===== config.mk =====
export PLATFORM = sky130hd
export DESIGN_NAME = spi_reg_config
export DESIGN_NICKNAME = d
export VERILOG_FILES = /design/src/rtl/spi_reg_config.sv
export SDC_FILE = /design/constraint.sdc
export NUM_CORES = 1
export LEC_CHECK = 0
export CORE_ASPECT_RATIO = 1.2
export CORE_MARGIN = 3
export CORE_UTILIZATION = 56
export CTS_CLUSTER_SIZE = 16
export DETAILED_ROUTE_END_ITERATION = 10
export PLACE_DENSITY = 0.88
export SETUP_SLACK_MARGIN = 0.3
export SLEW_MARGIN = 30
export SYNTH_ARGS = -nofsm -noshare
export SYNTH_HDL_FRONTEND = slang
export SYNTH_SLANG_ARGS = --single-unit
export TNS_END_PERCENT = 5

===== constraint.sdc =====
create_clock -name clk -period 7.2 [get_ports clk]
set_clock_uncertainty 0.2 [all_clocks]
set_input_delay 1.08 -clock clk [delete_from_list [all_inputs] [get_ports clk]]
set_output_delay 1.08 -clock clk [all_outputs]
set_load 0.01 [all_outputs]

===== src/rtl/spi_reg_config.sv =====
// spi_reg_config
//   SPI target that receives 16-bit configuration frames and drives the five
//   PWM peripheral configuration registers. Frames are MSB first:
//   bit15 = R/W (1 = write), bits14:8 = address, bits7:0 = data.
//   A write is committed atomically once nCS rises at the end of the frame.
//
// Ports
//   clk             system clock
//   rst_n           synchronous active-low reset
//   sclk_in         SPI clock pin (asynchronous, oversampled)
//   copi_in         SPI controller-out pin (asynchronous, oversampled)
//   ncs_in          SPI chip select pin, active low (asynchronous)
//   cipo_out        SPI target-out (readback data, or constant 0)
//   en_reg_out_7_0  register 0x00
//   en_reg_out_15_8 register 0x01
//   en_reg_pwm_7_0  register 0x02
//   en_reg_pwm_15_8 register 0x03
//   pwm_duty_cycle  register 0x04
//   wr_pulse        one-clk pulse when a write commits
//   frame_err       one-clk pulse when a frame is discarded
//
// Optional feature
//   SPI_READBACK_EN: when defined, read frames return the addressed register
//   on cipo_out during the data byte. When undefined, cipo_out is tied to 0.

module spi_reg_config #(
  parameter int SYNC_STAGES = 2,
  parameter int MAX_ADDR    = 4
) (
  input  logic       clk,
  input  logic       rst_n,
  input  logic       sclk_in,
  input  logic       copi_in,
  input  logic       ncs_in,
  output logic       cipo_out,
  output logic [7:0] en_reg_out_7_0,
  output logic [7:0] en_reg_out_15_8,
  output logic [7:0] en_reg_pwm_7_0,
  output logic [7:0] en_reg_pwm_15_8,
  output logic [7:0] pwm_duty_cycle,
  output logic       wr_pulse,
  output logic       frame_err
);

  localparam logic [6:0] MAX_ADDR_L = 7'(MAX_ADDR);

  typedef enum logic [1:0] {IDLE, SHIFT, COMMIT} state_t;

  state_t r_state;
  state_t w_nextState;

  logic [SYNC_STAGES-1:0] r_sclkSync;
  logic [SYNC_STAGES-1:0] r_copiSync;
  logic [SYNC_STAGES-1:0] r_ncsSync;
  logic                   r_sclkPrev;
  logic                   r_ncsPrev;

  logic [15:0] r_shift;
  logic [4:0]  r_bitCnt;
  logic [7:0]  r_regs [5];
  logic        r_wrPulse;
  logic        r_frameErr;

  logic       w_sclk;
  logic       w_copi;
  logic       w_ncs;
  logic       w_sclkRise;
  logic       w_sclkFall;
  logic       w_ncsFall;
  logic       w_ncsRise;
  logic       w_clearFrame;
  logic       w_shiftEn;
  logic       w_commitWrite;
  logic       w_commitErr;
  logic [6:0] w_addr;

  // Synchronizer chains plus one history flop on SCLK and nCS for edge
  // detection. nCS resets high so that reset release never looks like a
  // frame start.
  always_ff @(posedge clk) begin
    if (!rst_n) begin
      r_sclkSync <= '0;
      r_copiSync <= '0;
      r_ncsSync  <= '1;
      r_sclkPrev <= 1'b0;
      r_ncsPrev  <= 1'b1;
    end else begin
      r_sclkSync <= {r_sclkSync[SYNC_STAGES-2:0], sclk_in};
      r_copiSync <= {r_copiSync[SYNC_STAGES-2:0], copi_in};
      r_ncsSync  <= {r_ncsSync[SYNC_STAGES-2:0], ncs_in};
      r_sclkPrev <= w_sclk;
      r_ncsPrev  <= w_ncs;
    end
  end

  assign w_sclk     = r_sclkSync[SYNC_STAGES-1];
  assign w_copi     = r_copiSync[SYNC_STAGES-1];
  assign w_ncs      = r_ncsSync[SYNC_STAGES-1];
  assign w_sclkRise = w_sclk & ~r_sclkPrev;
  assign w_sclkFall = ~w_sclk & r_sclkPrev;
  assign w_ncsFall  = ~w_ncs & r_ncsPrev;
  assign w_ncsRise  = w_ncs & ~r_ncsPrev;
  assign w_addr     = r_shift[14:8];

  // FSM state register
  always_ff @(posedge clk) begin
    if (!rst_n) r_state <= IDLE;
    else        r_state <= w_nextState;
  end

  // FSM next-state logic; a frame start seen during COMMIT is dropped
  always_comb begin
    w_nextState = r_state;
    case (r_state)
      IDLE:    if (w_ncsFall) w_nextState = SHIFT;
      SHIFT:   if (w_ncsRise) w_nextState = COMMIT;
      COMMIT:  w_nextState = IDLE;
      default: w_nextState = IDLE;
    endcase
  end

  // FSM outputs. An SCLK edge coinciding with the end of frame is not a bit.
  always_comb begin
    w_clearFrame  = 1'b0;
    w_shiftEn     = 1'b0;
    w_commitWrite = 1'b0;
    w_commitErr   = 1'b0;
    case (r_state)
      IDLE:  w_clearFrame = w_ncsFall;
      SHIFT: w_shiftEn    = w_sclkRise & ~w_ncsRise;
      COMMIT: begin
        if (r_bitCnt != 5'd16)
          w_commitErr = 1'b1;
        else if (r_shift[15]) begin
          if (w_addr <= MAX_ADDR_L) w_commitWrite = 1'b1;
          else                      w_commitErr   = 1'b1;
        end
      end
      default: ;
    endcase
  end

  // Frame shifter; the counter saturates at 17 so overlong frames stay
  // distinguishable from exact 16-bit frames without wrapping.
  always_ff @(posedge clk) begin
    if (!rst_n) begin
      r_shift  <= '0;
      r_bitCnt <= '0;
    end else if (w_clearFrame) begin
      r_shift  <= '0;
      r_bitCnt <= '0;
    end else if (w_shiftEn) begin
      if (r_bitCnt < 5'd16) r_shift  <= {r_shift[14:0], w_copi};
      if (r_bitCnt < 5'd17) r_bitCnt <= r_bitCnt + 5'd1;
    end
  end

  // Configuration registers and status pulses, updated only at COMMIT
  always_ff @(posedge clk) begin
    if (!rst_n) begin
      for (int i = 0; i < 5; i++) r_regs[i] <= 8'h00;
      r_wrPulse  <= 1'b0;
      r_frameErr <= 1'b0;
    end else begin
      r_wrPulse  <= w_commitWrite;
      r_frameErr <= w_commitErr;
      if (w_commitWrite) begin
        case (w_addr)
          7'd0:    r_regs[0] <= r_shift[7:0];
          7'd1:    r_regs[1] <= r_shift[7:0];
          7'd2:    r_regs[2] <= r_shift[7:0];
          7'd3:    r_regs[3] <= r_shift[7:0];
          7'd4:    r_regs[4] <= r_shift[7:0];
          default: ;
        endcase
      end
    end
  end

  assign en_reg_out_7_0  = r_regs[0];
  assign en_reg_out_15_8 = r_regs[1];
  assign en_reg_pwm_7_0  = r_regs[2];
  assign en_reg_pwm_15_8 = r_regs[3];
  assign pwm_duty_cycle  = r_regs[4];
  assign wr_pulse        = r_wrPulse;
  assign frame_err       = r_frameErr;

`ifdef SPI_READBACK_EN
  logic [7:0] r_rbShift;
  logic       r_rbActive;
  logic       w_rbLoad;
  logic [6:0] w_rbAddr;
  logic [7:0] w_rbData;

  // After 7 bits the R/W flag sits in r_shift[6] and the upper address bits
  // in r_shift[5:0]; the incoming bit completes the address.
  assign w_rbLoad = w_shiftEn & (r_bitCnt == 5'd7) & ~r_shift[6];
  assign w_rbAddr = {r_shift[5:0], w_copi};

  // Readback source mux; unmapped addresses read as zero
  always_comb begin
    w_rbData = 8'h00;
    if (w_rbAddr <= MAX_ADDR_L) begin
      case (w_rbAddr)
        7'd0:    w_rbData = r_regs[0];
        7'd1:    w_rbData = r_regs[1];
        7'd2:    w_rbData = r_regs[2];
        7'd3:    w_rbData = r_regs[3];
        7'd4:    w_rbData = r_regs[4];
        default: w_rbData = 8'h00;
      endcase
    end
  end

  // The MSB is presented right after the address completes; shifting starts
  // on the falling edge after bit 9 so the host samples each data bit on the
  // following rising edge.
  always_ff @(posedge clk) begin
    if (!rst_n) begin
      r_rbShift  <= 8'h00;
      r_rbActive <= 1'b0;
    end else if (r_state != SHIFT || w_ncsRise) begin
      r_rbShift  <= 8'h00;
      r_rbActive <= 1'b0;
    end else if (w_rbLoad) begin
      r_rbShift  <= w_rbData;
      r_rbActive <= 1'b1;
    end else if (r_rbActive && w_sclkFall && r_bitCnt >= 5'd9) begin
      r_rbShift  <= {r_rbShift[6:0], 1'b0};
    end
  end

  assign cipo_out = r_rbActive & r_rbShift[7];
`else
  assign cipo_out = 1'b0;
`endif

endmodule


==> impl.org, run 1 <==
** Run status
- The run finished with clean final reports.

** Timing
- Max-Slew Margin vs Limit :: 41.7%
- Max-slew violation total from the final report :: 0
- The clock period could shrink to 3.36 ns.
- Count of endpoints failing hold in the final timing report :: 0
- Number of failing setup endpoints in the final timing report :: 0
- Final Cycle Share :: a little under half
- Slew of the pin with the lowest slew margin :: 0.869 ns
- F_max :: just under 300 MHz
- Setup total negative slack on the finished layout was measured at 0 ns.
- Setup repair after global routing left no endpoint under its margin.

** Worst setup path
- Max FO, Critical Path :: 25
- The worst setup path is captured at a flop.
- Critical path startpoint category :: primary input
- STA puts the critical path data arrival time at 3.13 ns.
- Category of the critical setup timing path :: primary input to flop
- Required time of the critical path :: 6.97 ns

** Synthesis
- Post-synth net total :: 217
- For this run, asynchronously set or reset flops after synthesis account for 0%.
- Yosys mapped a number of flops with a built-in enable equal to 40.
- The mapped netlist covers around 0.0029 mm².
- Counting every instance in the synthesized netlist gives 210.
- For this run, the leading register cell type out of synthesis is edfxtp_1.
- The synthesized design devotes to its leading area cell type 41.7% of total area.
- Yosys top cell by area :: edfxtp_1
- In the synthesized netlist, the cells that appear most often are 40 x edfxtp_1, 33 x dfxtp_1, 17 x nand4_1, 16 x o31ai_1, 10 x a21oi_2.
- Warning count from the yosys run :: 0
- Leading cell type by number of instances after synthesis :: edfxtp_1
- In this run, synthesis produced a sequential element count of 73.
- Each instance of the synthesized netlist takes up on average 13.7 µm².
- Count of cell types in the netlist :: 42
- For this run, the register share of the synthesized area comes to approximately 65%.
- Cell types with the largest area share after synthesis :: edfxtp_1 42%, dfxtp_1 23%, o31ai_1 4.2%, nand4_1 3.7%, nor3b_2 3.5%

** Global routing
- GR met2 Demand/Resource :: 31.5%
- Final global-route overflow total :: 0
- Gr busiest metal :: met2
- The first global-routing pass estimated 8850 µm of wire.
- Global routing consumed, on the met3 layer, 4.19% of the routing resources.
- The initial antenna violation count came to 0.
- Entering global routing, the biggest net connects 26 pins.
- Global routing used 19.1% of the available tracks.
- Met1 layer usage reported by global route :: between 20% and 30%
- The via count of the first global-routing pass is 1737.

** Route
- Using the TritonRoute via totals, the vias-per-cell ratio works out to 5.91.
- Final ANT Viol Nets :: 0
- For this run, design rule violations remaining after detail routing come to 0.
- After the first detailed-routing iteration, the DRC count stood at 106.
- For this block, the via count after detailed routing is 1857.
- The pre-antenna-repair detailed-routing pass consisted of 4 iterations.
- Dividing the detail-routed wire length by the instance count gives 17.3 µm.
- Total length of routed wires :: 5420 µm

** Clocking
- Once the clock tree was built, the setup fixing pass inserted 0 buffers.
- Clock tree synthesis inserted a total of 9 buffers.
- Buffers inserted to repair hold after CTS numbered 0.
- The tree built by TritonCTS fans out to 73 sinks.
- CTS max path bufs :: 2
- After clock tree synthesis, the repair step resized 0 gates.
- Htree depth :: 3
- The cell sitting at the root of the clock tree is a clkbuf_8.
- Worst skew pair latency :: 0.34 ns
- Clock slew at the register clock pins of the worst setup and hold paths :: 0.07 ns
- CTS tree :: done

** Die
- The floorplan step defined a die boundary enclosing ~0.0060 mm².
- The region available for standard cell placement spans ~0.0048 mm².
- Die outline width :: roughly 71 µm
- In this run the count of I/O pins placed on the die edge is between 40 and 50.
- The floorplan has 27 rows.
- The initial utilization of the core area, before any placement, comes to 60.5%.
- Measured along the y axis, the die boundary spans 84.6 µm.

** Power
- Power spread over the standard cell area amounts to 226 mW/mm².
- Worst-case vdd ir drop :: 0.000178 V
- For this design the static power due to leakage is 1.14 nW.
- Total power :: 806 µW

** Worst hold path
- The worst hold path belongs to the class flop to flop.

** Cells and area
- Compared with the post-synthesis result, the final layout area differs by 23.6%.
- The finished layout holds about 310 standard cells, fillers aside.
- Antenna diodes :: 0
- At the end of the flow, the number of nets in the layout was between 200 and 300.
- Non-Filler Cell Area, Final :: roughly 0.0036 mm²
- Cells with a size suffix above 1 make up about 18% of the layout.
- Core Util, Final :: approximately three quarters

** Placement
- Number of placed instances with taps included :: 298
- Once detailed placement completed, the half-perimeter wirelength came to roughly 3700 µm.
- Placed instance area :: between 0.003 and 0.004 mm²
- Global placer's final weighted congestion :: around 0.75
- Total of buffers placed on input and output ports :: between 40 and 50

** Job
- Max-cap violations in this run came to 0.
worst max-delay path: stages:
cell and delay, ns:
buf_2 0.42, and3b_1 0.29, nand4_2 0.47, o21ai_1 0.85
placed cells by master (no fill, tap or decap), types with 2 or more instances in the layout:
master,instances
a21oi_1,7
a21oi_2,10
and2_1,6
and3b_1,2
buf_4,3
clkbuf_1,2
clkbuf_8,9
clkdlybuf4s50_1,45
clkinv_2,2
dfxtp_1,33
edfxtp_1,40
ha_1,2
inv_1,4
mux2i_1,4
nand2b_1,4
nand3_1,8
nand3b_1,2
nand4_1,17
nor2_1,2
nor3b_2,8
nor4_1,2
o21ai_0,2
o31ai_1,16
o41ai_4,3
registers in the layout (all words and copies together), names as in the netlist, 2 cells and up:
| signal | flops |
|---|---|
| r_shift | 16 |
| r_bitCnt | 5 |
| r_regs | 40 |
| r_state | 2 |
| r_copiSync | 2 |
| r_ncsSync | 2 |
| r_sclkSync | 2 |
final timing paths:
path / startpoint / endpoint / slack (ns) / cells after the start
worst max-delay path: rst_n / r_regs[0][34]$_DFFE_PP_ / 3.84 / 4
worst min-delay path: r_ncsSync[0]$_SDFF_PN1_ / r_ncsSync[1]$_SDFF_PN1_ / 0.21 / 1
worst min register to register: r_ncsSync[0]$_SDFF_PN1_ / r_ncsSync[1]$_SDFF_PN1_ / 0.21 / 1
worst max register to register: r_bitCnt[4]$_SDFFE_PP0P_ / r_regs[0][34]$_DFFE_PP_ / 4.13 / 3
logic make-up after synthesis:
kind of cell	synth area share, %
AO/OA/AOI/OAI	11.1
adder cells (fa/ha/maj)	0.868
buffers and inverters	4.82
flip-flops	64.6
multiplexers	1.39
other	0.130
AND/OR/NAND/NOR	17.1
power breakdown:
| group | internal [mW] | total (mW) | switching, mW | leakage [nW] |
|---|---|---|---|---|
| Clock | 0.160 | 0.299 | 0.139 | 0.0933 |
| Combinational | 0.0260 | 0.0510 | 0.0249 | 0.399 |
| Sequential | 0.452 | 0.457 | 0.00491 | 0.647 |
| Total | 0.637 | 0.806 | 0.169 | 1.14 |
per-stage QoR:
stage	worst slack, ns	hold slack (ns)
floorplan	4.24	0.186
global placement	2.74	0.193
detailed placement	2.60	0.199
CTS	2.96	0.214
global route	3.72	0.240
finish	3.84	0.210
area by class of cell:
cell class                 count  area (µm²)
clock buffer                  11         131
multi-input combinational    113         945
sequential                    73        1860
inverter                       5        18.8
fill                         300        1200
tap                           58        72.6
timing repair buffer          49         478
clock inverter                 5        56.3
metal layers:
layer / vias up / wire [µm] / part of all wire [%]
met3: 12 / 312 / 5.8
met5: - / 0 / 0
li1: 884 / - / -
met4: 0 / 84 / 1.5
met1: 889 / 2290 / 42
met2: 72 / 2740 / 50
(Power assumes the default switching activity.)
==> inputs of run 2 (changes only) <==
Settings changed: CORE_UTILIZATION 56 to 52, PLACE_DENSITY 0.88 to 0.83.
Clock period 7.2 ns to 3.3 ns, I/O delays scaled along.
==> run 2 against run 1 <==
Against the previous run:
- utilization is 6.2 points lower
- critical path depth is 1 higher
- register-to-register slack worse by 3.3 ns
- sequential share of layout area is 1.4 points lower
- combinational power is 120% higher
- clock power grew to 2.9 times the previous value
- count of clock-buffer cells in the layout is 1 higher
- die area is 7.1% higher
- cell count is 3.5% higher
- largest cell class unchanged
==> impl.org, run 2 (synthesis results as in run 1) <==
** Run status
- The flow ran to the end, and the final reports show no timing, DRC or antenna violations.

** Placement
- Total of buffers placed on input and output ports :: 46
- Number of placed instances with taps included :: 309
- Global placer's final weighted congestion :: 0.761
- HPWL Detailed :: 3790 µm
- After detailed placement, the total cell area comes to 0.00340 mm².

** Job
- Across the run, the number of max-cap violations was 0.

** Timing
- Slew of the pin with the lowest slew margin :: 0.660 ns
- Final worst path period need :: around 2.5 ns
- Final hold analysis gives a worst-case slack of 0.218 ns.
- RSZ-0062 raised after global routing :: no
- Measured against its own limit, the worst slew margin works out to between 50% and 60%.
- Final Cycle Share :: 75.1%
- Accumulated negative setup slack :: 0 ns
- Max-slew violation total from the final report :: 0
- F_max :: 403 MHz
- Count of endpoints failing hold in the final timing report :: 0
- Number of failing setup endpoints in the final timing report :: 0

** Route
- In the final routed layout, each cell accounts on average for roughly 17 µm.
- Detailed-routing iteration count for the pre-antenna-repair pass :: 4
- Final ANT Viol Nets :: 0
- Count of vias placed by the detailed router :: 1863
- Iter 0 DRT Violations :: 120
- Via count normalized by instance count :: 5.73
- After detailed routing, the number of remaining DRC violations is 0.
- Total length of routed wires :: 5570 µm

** Worst setup path
- The worst setup path is of the flop to flop kind.
- Reg-to-reg startpoint :: r_bitCnt[4]$_SDFFE_PP0P_
- Worst setup path end :: r_regs[0][26]$_DFFE_PP_
- Data arrives at the worst endpoint at 2.32 ns.
- In this run the worst path has a maximum fanout of 20.
- Crit path from :: r_bitCnt[4]$_SDFFE_PP0P_
- Reg2Reg Depth :: 5
- STA classifies the critical path startpoint as a flop.
- For the worst setup path, the data required time is between 3 and 4 ns.
- In this run the critical register-to-register path is captured at r_regs[0][26]$_DFFE_PP_.
- Critical path endpoint category :: flop
- In this run the register-to-register setup slack is 0.82 ns.

** Clocking
- Number of clock buffers inserted by TritonCTS :: 9
- For this design, the sink count on the clock tree is 73.
- The clock reaches the later pin of the worst-skew pair after 0.35 ns.
- After clock tree synthesis, the clock-pin slew on the worst setup and hold paths is ~0.070 ns.
- Htree depth :: 3
- Clock Root Buffer :: clkbuf_8
- CTS max path bufs :: 2
- Count of cells resized by post-cts repair :: 0
- For this design, the CTS-stage hold fixing added 0 buffers.
- Post-CTS Setup Bufs :: 0
- CTS tree :: done

** Cells and area
- At the end of the flow, the number of nets in the layout was between 200 and 300.
- Leading cell types in the layout, fill and taps excluded :: 46 x clkdlybuf4s50_1, 40 x edfxtp_1, 33 x dfxtp_1
- Largest register by flop count :: r_regs
- Commonest non-fill, non-tap cell in the layout :: clkdlybuf4s50_1
- In the final layout, the registers with the most flip-flops are r_regs (40), r_shift (16), r_bitCnt (5).
- 0 antenna diodes ended up in the layout.
- Synthesis-to-layout area growth :: 26.9%
- The filler cells instantiated in the layout total ~400.
- Number of flip-flops in the largest register :: 40
- Post-route non-filler standard cell count :: between 300 and 400
- Fraction of layout instances using a drive strength above 1 :: 20.2%
- Non-Filler Cell Area, Final :: between 0.003 and 0.004 mm²

** Global routing
- Entering global routing, the biggest net connects 25 pins.
- After global routing the overflow that remains totals 0.
- The via count of the first global-routing pass came to around 1800.
- The initial antenna violation count came to 0.
- The first global-routing pass estimated approximately 9100 µm of wire.
- Global routing used 18.9% of the available tracks across all layers.

** Worst hold path
- The tightest min-delay check is of the flop to flop type.
- Launch point of the worst hold path :: r_ncsSync[0]$_SDFF_PN1_

** Die
- I/O pins :: 48
- Total core area :: 0.00533 mm²
- The die covers 0.00648 mm².
- Die extent in y :: between 80 and 90 µm
- Site Rows :: 29
- Starting density of the core :: a little over half
- Die outline width :: 74.0 µm

** Power
- The share of total power dissipated in sequential elements is 50.3%.
- Power spread over the standard cell area amounts to 541 mW/mm².
- Static Leakage :: 1.19 nW
- Part of the power in the clock network :: 43.9%
- Psw :: 388 µW
- Worst-case vdd ir drop :: 0.000416 V
- Internal power comes to 1.59 mW.
- Per report_power, the combinational group accounts for 5.8% of the total.
- Fraction of power spent switching nets :: 19.6%
run 2: cell count changes in the layout (fill, tap and decap cells not counted):
| cell | previous run | this run |
|---|---|---|
| buf_2 | 1 | 0 |
| bufinv_16 | 1 | 3 |
| clkinvlp_4 | 1 | 0 |
| buf_4 | 3 | 10 |
| clkbuf_1 | 2 | 1 |
| o41ai_2 | 0 | 3 |
| o41ai_4 | 3 | 0 |
| clkbuf_8 | 9 | 11 |
| clkdlybuf4s50_1 | 45 | 46 |
| clkinv_2 | 2 | 0 |
run 2: power groups by stage:
stage	sequential, mW	clock (mW)	combinational (mW)
floorplan	1.03	0	0.0353
global placement	1.02	0	0.112
detailed placement	1.02	0	0.116
CTS	0.995	0.877	0.116
global route	0.998	0.924	0.123
finish	0.995	0.868	0.114
run 2: through the flow:
step / worst slack [ns] / utilization [%] / total power, mW
CTS: 0.831 / 68.6 / 1.99
detailed placement: 0.834 / 63.8 / 1.13
floorplan: 0.831 / - / 1.06
finish: 0.821 / 68.6 / 1.98
global route: 0.678 / 68.6 / 2.04
global placement: 0.852 / 63.8 / 1.13
run 2: worst min-delay path by stage:
stage | end | slack (ns) | cells past startpoint
2_1_floorplan | r_ncsSync[1]$_SDFF_PN1_ | 0.19 | 1
3_3_place_gp | r_ncsSync[1]$_SDFF_PN1_ | 0.20 | 1
3_5_place_dp | r_ncsSync[1]$_SDFF_PN1_ | 0.20 | 1
4_1_cts | r_ncsSync[1]$_SDFF_PN1_ | 0.23 | 1
5_1_grt | r_ncsSync[1]$_SDFF_PN1_ | 0.24 | 1
6_report | r_ncsSync[1]$_SDFF_PN1_ | 0.22 | 1
run 2: area by class of cell:
cell class | count | area, µm² | area share (%)
Timing Repair Buffer | 56 | 536 | 14.6
Tap cell | 62 | 77.6 | 2.12
Sequential cell | 73 | 1860 | 50.9
Clock inverter | 4 | 98.8 | 2.70
Inverter | 5 | 18.8 | 0.513
Multi-Input combinational cell | 113 | 911 | 24.9
Clock buffer | 12 | 155 | 4.24
run 2: critical path, stage by stage (launching register included):
cell and delay (ns):
dfxtp_1 0.74, and4bb_2 0.37, nand4_2 0.10, buf_4 0.22, o41ai_1 0.30, buf_4 0.25
run 2: per-layer routing:
layer | global-route usage [%] | wire length, µm | vias to the layer above
li1 | - | - | 898
met4 | 8.90 | 131 | 0
met2 | 30.1 | 2660 | 74
met1 | 23.6 | 2410 | 879
met5 | 0 | 0 | -
met3 | 5.63 | 372 | 12
